File: config.mk
export PLATFORM = sky130hd
export DESIGN_NAME = morse_char_keyer
export DESIGN_NICKNAME = d
export VERILOG_FILES = /design/src/rtl/morse_char_keyer.sv
export SDC_FILE = /design/constraint.sdc
export NUM_CORES = 1
export LEC_CHECK = 0
export BUFFER_PORTS_ARGS = -buffer_cell sky130_fd_sc_hd__buf_2
export CORE_AREA = 2 2 108 110
export CTS_CLUSTER_SIZE = 25
export DETAILED_ROUTE_END_ITERATION = 10
export DIE_AREA = 0 0 110 112
export PLACE_DENSITY = 0.55
export SLEW_MARGIN = 15
export SYNTH_ARGS = -nofsm -noshare
export SYNTH_HDL_FRONTEND = slang
export SYNTH_SLANG_ARGS = --single-unit
File: constraint.sdc
create_clock -name iCLK -period 2.1 [get_ports iCLK]
set_input_delay 0.42 -clock iCLK [delete_from_list [all_inputs] [get_ports iCLK]]
set_output_delay 0.42 -clock iCLK [all_outputs]
set_load 0.01 [all_outputs]
File: src/rtl/morse_char_keyer.sv
// Purpose: TX Morse keyer; turns a latched character index into timed key-down/key-up
//          intervals, a done pulse and a square-wave buzzer drive.
// Latency: key goes high in the cycle after the accepting edge. Busy lasts
//          (marks + symbol gaps + 3) units, or 7 units for a space. A one-cycle done follows.
// Backpressure: i_start is honoured only in IDLE. Starts while busy or done are dropped and not queued.
// Ports: iCLK/iRST_N clock and async active-low reset; i_start/i_char_idx request;
//        o_busy, o_done, o_key key/status outputs; oBuzzer tone while keyed.
module morse_char_keyer #(
  parameter int UNIT_CYCLES = 2_500_000,
  parameter int TONE_HALF   = 25_000,
  parameter int CNT_W       = 22
) (
  input  logic       iCLK,
  input  logic       iRST_N,
  input  logic       i_start,
  input  logic [4:0] i_char_idx,
  output logic       o_busy,
  output logic       o_done,
  output logic       o_key,
  output logic       oBuzzer
);

  localparam int TONE_W = (TONE_HALF > 1) ? $clog2(TONE_HALF) : 1;
  localparam logic [CNT_W-1:0]  UNIT_LAST = CNT_W'(UNIT_CYCLES - 1);
  localparam logic [TONE_W-1:0] TONE_LAST = TONE_W'(TONE_HALF - 1);
  localparam logic [4:0]        IDX_SPACE = 5'd31;

  typedef enum logic [2:0] {
    S_IDLE,
    S_MARK,
    S_SYM_GAP,
    S_CHAR_GAP,
    S_WORD_GAP,
    S_DONE
  } state_t;

  // Returns {len[2:0], pattern[3:0]}. The first symbol is pattern[len-1], and 1 means dash.
  // A length of 0 marks an index with no Morse code.
  function automatic logic [6:0] morse_lut(input logic [4:0] idx);
    logic [6:0] r;
    case (idx)
      5'd0:  r = {3'd2, 4'b0001}; // A .-
      5'd1:  r = {3'd4, 4'b1000}; // B -...
      5'd2:  r = {3'd4, 4'b1010}; // C -.-.
      5'd3:  r = {3'd3, 4'b0100}; // D -..
      5'd4:  r = {3'd1, 4'b0000}; // E .
      5'd5:  r = {3'd4, 4'b0010}; // F ..-.
      5'd6:  r = {3'd3, 4'b0110}; // G --.
      5'd7:  r = {3'd4, 4'b0000}; // H ....
      5'd8:  r = {3'd2, 4'b0000}; // I ..
      5'd9:  r = {3'd4, 4'b0111}; // J .---
      5'd10: r = {3'd3, 4'b0101}; // K -.-
      5'd11: r = {3'd4, 4'b0100}; // L .-..
      5'd12: r = {3'd2, 4'b0011}; // M --
      5'd13: r = {3'd2, 4'b0010}; // N -.
      5'd14: r = {3'd3, 4'b0111}; // O ---
      5'd15: r = {3'd4, 4'b0110}; // P .--.
      5'd16: r = {3'd4, 4'b1101}; // Q --.-
      5'd17: r = {3'd3, 4'b0010}; // R .-.
      5'd18: r = {3'd3, 4'b0000}; // S ...
      5'd19: r = {3'd1, 4'b0001}; // T -
      5'd20: r = {3'd3, 4'b0001}; // U ..-
      5'd21: r = {3'd4, 4'b0001}; // V ...-
      5'd22: r = {3'd3, 4'b0011}; // W .--
      5'd23: r = {3'd4, 4'b1001}; // X -..-
      5'd24: r = {3'd4, 4'b1011}; // Y -.--
      5'd25: r = {3'd4, 4'b1100}; // Z --..
      default: r = 7'd0;
    endcase
    return r;
  endfunction

  state_t             state_q, state_d;
  logic [3:0]         pat_q, pat_d;
  logic [1:0]         ptr_q, ptr_d;      // index of the symbol being keyed
  logic [2:0]         units_q, units_d;  // remaining whole units after the current one
  logic [CNT_W-1:0]   cnt_q, cnt_d;
  logic [TONE_W-1:0]  tone_cnt_q, tone_cnt_d;
  logic               buzz_q, buzz_d;
  logic               inv_q, inv_d;      // done pulse for a rejected (invalid) index

  logic [6:0] lut;
  logic [2:0] lut_len;
  logic [3:0] lut_pat;
  logic [1:0] first_ptr;
  logic [1:0] ptr_m1;
  logic       unit_wrap;
  logic       phase_end;
  logic       timed;

  always_comb begin
    lut       = morse_lut(i_char_idx);
    lut_len   = lut[6:4];
    lut_pat   = lut[3:0];
    first_ptr = lut_len[1:0] - 2'd1;   // a length of 4 wraps to 3 as intended
    ptr_m1    = ptr_q - 2'd1;
    unit_wrap = (cnt_q == UNIT_LAST);
    phase_end = unit_wrap && (units_q == 3'd0);
    timed     = (state_q == S_MARK) || (state_q == S_SYM_GAP) ||
                (state_q == S_CHAR_GAP) || (state_q == S_WORD_GAP);

    state_d    = state_q;
    pat_d      = pat_q;
    ptr_d      = ptr_q;
    units_d    = units_q;
    cnt_d      = cnt_q;
    inv_d      = 1'b0;

    // The unit counter is shared by all timed phases. When a phase ends, the counter
    // has already wrapped to 0, so the next phase starts on a clean unit boundary.
    if (timed) begin
      if (unit_wrap) begin
        cnt_d = '0;
        if (units_q != 3'd0) begin
          units_d = units_q - 3'd1;
        end
      end else begin
        cnt_d = cnt_q + CNT_W'(1);
      end
    end

    case (state_q)
      S_IDLE: begin
        if (i_start) begin
          if (i_char_idx == IDX_SPACE) begin
            state_d = S_WORD_GAP;
            units_d = 3'd6;
            cnt_d   = '0;
          end else if (lut_len != 3'd0) begin
            state_d = S_MARK;
            pat_d   = lut_pat;
            ptr_d   = first_ptr;
            units_d = lut_pat[first_ptr] ? 3'd2 : 3'd0;
            cnt_d   = '0;
          end else begin
            inv_d   = 1'b1;
          end
        end
      end
      S_MARK: begin
        if (phase_end) begin
          if (ptr_q == 2'd0) begin
            state_d = S_CHAR_GAP;
            units_d = 3'd2;
          end else begin
            state_d = S_SYM_GAP;
            units_d = 3'd0;
          end
        end
      end
      S_SYM_GAP: begin
        if (phase_end) begin
          state_d = S_MARK;
          ptr_d   = ptr_m1;
          units_d = pat_q[ptr_m1] ? 3'd2 : 3'd0;
        end
      end
      S_CHAR_GAP, S_WORD_GAP: begin
        if (phase_end) begin
          state_d = S_DONE;
        end
      end
      S_DONE: begin
        state_d = S_IDLE;
      end
      default: begin
        state_d = S_IDLE;
      end
    endcase

    // The tone runs only while the key stays down. The counter and the buzzer clear
    // on the edge where the key goes up, so each mark starts from a low buzzer.
    tone_cnt_d = '0;
    buzz_d     = 1'b0;
    if ((state_q == S_MARK) && (state_d == S_MARK)) begin
      if (tone_cnt_q == TONE_LAST) begin
        tone_cnt_d = '0;
        buzz_d     = ~buzz_q;
      end else begin
        tone_cnt_d = tone_cnt_q + TONE_W'(1);
        buzz_d     = buzz_q;
      end
    end
  end

  always_ff @(posedge iCLK or negedge iRST_N) begin
    if (!iRST_N) begin
      state_q    <= S_IDLE;
      pat_q      <= '0;
      ptr_q      <= '0;
      units_q    <= '0;
      cnt_q      <= '0;
      tone_cnt_q <= '0;
      buzz_q     <= 1'b0;
      inv_q      <= 1'b0;
    end else begin
      state_q    <= state_d;
      pat_q      <= pat_d;
      ptr_q      <= ptr_d;
      units_q    <= units_d;
      cnt_q      <= cnt_d;
      tone_cnt_q <= tone_cnt_d;
      buzz_q     <= buzz_d;
      inv_q      <= inv_d;
    end
  end

  // The outputs decode the registered state only, so an asynchronous reset clears them at once.
  assign o_key   = (state_q == S_MARK);
  assign o_busy  = timed;
  assign o_done  = (state_q == S_DONE) || inv_q;
  assign oBuzzer = buzz_q;

endmodule

==> impl_metrics.py <==
metrics = {
    "run_status": {
        "outcome": "finished, violations left",
        "violations": "setup timing",
    },
    "die": {
        "die_w_um": 110,
        "row_count": 39,
        "die_h_um": 112,
        "core_um2": 11200,
        "io_pins": 12,
        "die-area_um2": 12300,
        "start_util_pct": 29.2,
    },
    "synth": {
        "yosys_most_used_dff": "dfrtp_1",
        "yosysUniqueCellTypes": 57,
        "synth_area_per_cell_um2": 9.22,
        "yosysWarnings": 0,
        "synth_seq_area_share_pct": 39.1,
        "ys_top_cells_by_count": "nor2_1 (58), dfrtp_1 (51), nand2_1 (21), nand3_1 (21), xor2_1 (21)",
        "synth.net_count": 374,
        "synth_largest_area_cell": "dfrtp_1",
        "synth_top_area_share_pct": 39.1,
        "synth_area_leaders": "dfrtp_1 (39%), nor2_1 (6.7%), xor2_1 (5.6%)",
        "yosysMostFrequentCell": "nor2_1",
        "ys_async_sr_fraction_pct": 100,
        "synth_area_um2": 3260,
        "ys_seq_elements": 51,
        "synth_edf_count": 0,
        "synthesis.instances": 354,
    },
    "setup_path": {
        "crit_arrival_ps": 2400,
        "rr_startpoint": "cnt_q[0]",
        "startpoint": "i_char_idx[0]",
        "rr_worst_depth": 7,
        "crit_path_start_kind": "input port",
        "crit_type": "input port to flop",
        "end_kind": "flop",
        "rrSetupSlack_ps": 50,
        "crit_path_end": "cnt_q[11]",
        "cp_max_fo": 5,
        "required_ps": 2320,
        "timing.rr.end": "ptr_q[0]",
    },
    "sta": {
        "finalSetupViolations": 26,
        "relSlewSlack_pct": 57.7,
        "fmax_mhz": 457,
        "finalHoldViolations": 0,
        "slew_viol_final": 0,
        "fin_skew_ps": 8.62,
        "worst_slew_pin_slew_ps": 635,
        "worst_slack_ps": -86.7,
        "finalCriticalPeriod_ps": 2190,
        "rsz0062_at_grt": "true",
        "fin_crit_sh_pct": 104,
    },
    "global_routing": {
        "gr-total-overflow": 0,
        "grt_pass1_wl_um": 12700,
        "antenna_found_initial": 0,
        "grtUsageTotal_pct": 12.7,
        "grt_pass1_vias": 2672,
        "grt_max_degree": 30,
    },
    "clock_network": {
        "cts-root-buf": "clkbuf_16",
        "cts_inserted_buffers": 5,
        "cts_tree": "done",
        "h-tree-depth": 2,
        "hold_buffers": 0,
        "clock_sinks": 51,
        "clkLatencyLatePin_ps": 290,
        "clk_pin_slew_ps": 70,
        "cts_buffer_depth": 2,
    },
    "routing": {
        "vias_per_cell": 4.97,
        "drt_iter0_markers": 160,
        "ant_nets": 0,
        "first_pass_iters": 4,
        "wl_per_cell_um": 13.6,
        "drc_errors": 0,
        "routed_wirelength_um": 7800,
        "vias": 2845,
    },
    "final_layout": {
        "regArea_um2": 1280,
        "syn2layout_area_growth_pct": 36.0,
        "fin_nets": 448,
        "finalInstanceArea_um2": 4440,
        "drive_above_1_share_pct": 33.8,
        "antenna_cells": 0,
        "post-route-util_pct": 39.7,
        "multi_input_area_um2": 2080,
        "fill_cells": 1095,
        "finalNonFillerCells": 572,
    },
    "placed_design": {
        "place_congestion": 0.799,
        "dp_slack_ps": -510,
        "dp_hpwl_um": 5650,
        "placed_area_um2": 3980,
        "port_buffers": 11,
        "dp_cells": 553,
    },
    "power": {
        "vdd_drop_max_mv": 0.429,
        "p_leak_nw": 1.97,
        "power_w": 0.00373,
        "power.density_nw_per_um2": 839,
    },
    "hold_path": {
        "hold_class": "input port to asynchronous set/reset pin",
    },
    "run": {
        "cap_viol_max_count": 0,
    },
}
-- cell families after synthesis --
group | after synthesis | synth area share (%)
simple gates | 163 | 26.9
compound gates | 52 | 11.2
flops | 51 | 39.1
xor+xnor | 35 | 9.39
buf+inv | 28 | 3.79
mux | 13 | 4.98
fa+ha+maj | 12 | 4.60
-- area by class of cell --
cell class | count | share of cell area [%]
multi-input combinational | 276 | 46.9
sequential | 51 | 28.7
timing repair buffer | 78 | 14.5
tap | 143 | 4.03
clock buffer | 5 | 2.82
clock inverter | 3 | 1.52
inverter | 16 | 1.44
-- repair_timing --
action,in CTS,in global routing
pin swaps,10,14
endpoints found under the setup margin,30,50
setup buffers,2,5
gates resized for setup,8,32
cloned,0,4
-- per-stage QoR --
stage	hold slack, ps	setup TNS [ps]
after global routing	206	-3700
after CTS	175	-31.1
after global placement	474	-11340
final	151	-1290
after detailed placement	478	-12460
after floorplan	124	-1820
-- metal layers --
metal  GRT usage, %  share of wire, %
met1           17.3                48
met2           21.0                49
met3           1.64               2.3
met4           3.29              0.88
met5              0                 0
-- report_power, final --
| group | switching [W] | leakage, nW | internal, W |
|---|---|---|---|
| sequential | 0.000146 | 0.677 | 0.00117 |
| clock | 0.000365 | 0.0900 | 0.000683 |
| combinational | 0.000667 | 1.20 | 0.000701 |
| total | 0.00118 | 1.97 | 0.00255 |
-- how the worst min path moves through the flow --
stage / to / slack, ps / cells after the start
4_1_cts: cnt_q[9] / 170 / 1
3_5_place_dp: cnt_q[9] / 480 / 1
6_report: cnt_q[9] / 150 / 1
3_3_place_gp: tone_cnt_q[0] / 470 / 1
5_1_grt: cnt_q[19] / 210 / 1
2_1_floorplan: cnt_q[0] / 120 / 0
-- worst max-delay path, cell delays in order --
cell and delay [ps]:
buf_8 80, clkinvlp_4 120, buf_4 150, buf_4 120, ha_1 190, a311o_1 380, inv_2 80, ha_4 150
buf_6 100, nand3_4 80, nor2_4 130, o21ai_4 110, clkbuf_16 190, nor2_2 100
-- registers in the layout (all words and copies together) (netlist names) --
signal      cells
pat_q           4
ptr_q           2
inv_q           1
tone_cnt_q     15
oBuzzer         1
units_q         3
state_q         3
cnt_q          22
-- cell usage in the layout, fill, tap and decap left out, drive strengths merged, types with 6 or more instances in the layout --
cell,count
xnor2,14
nand4,11
xor2,21
nor3,7
o21ai,9
nand3,21
nor2b,8
clkbuf,7
nand2,21
a211oi,6
buf,76
a21oi,13
nor2,58
nor4,6
mux2,6
ha,12
dfrtp,51
inv,15
(Power assumes the default switching activity.)
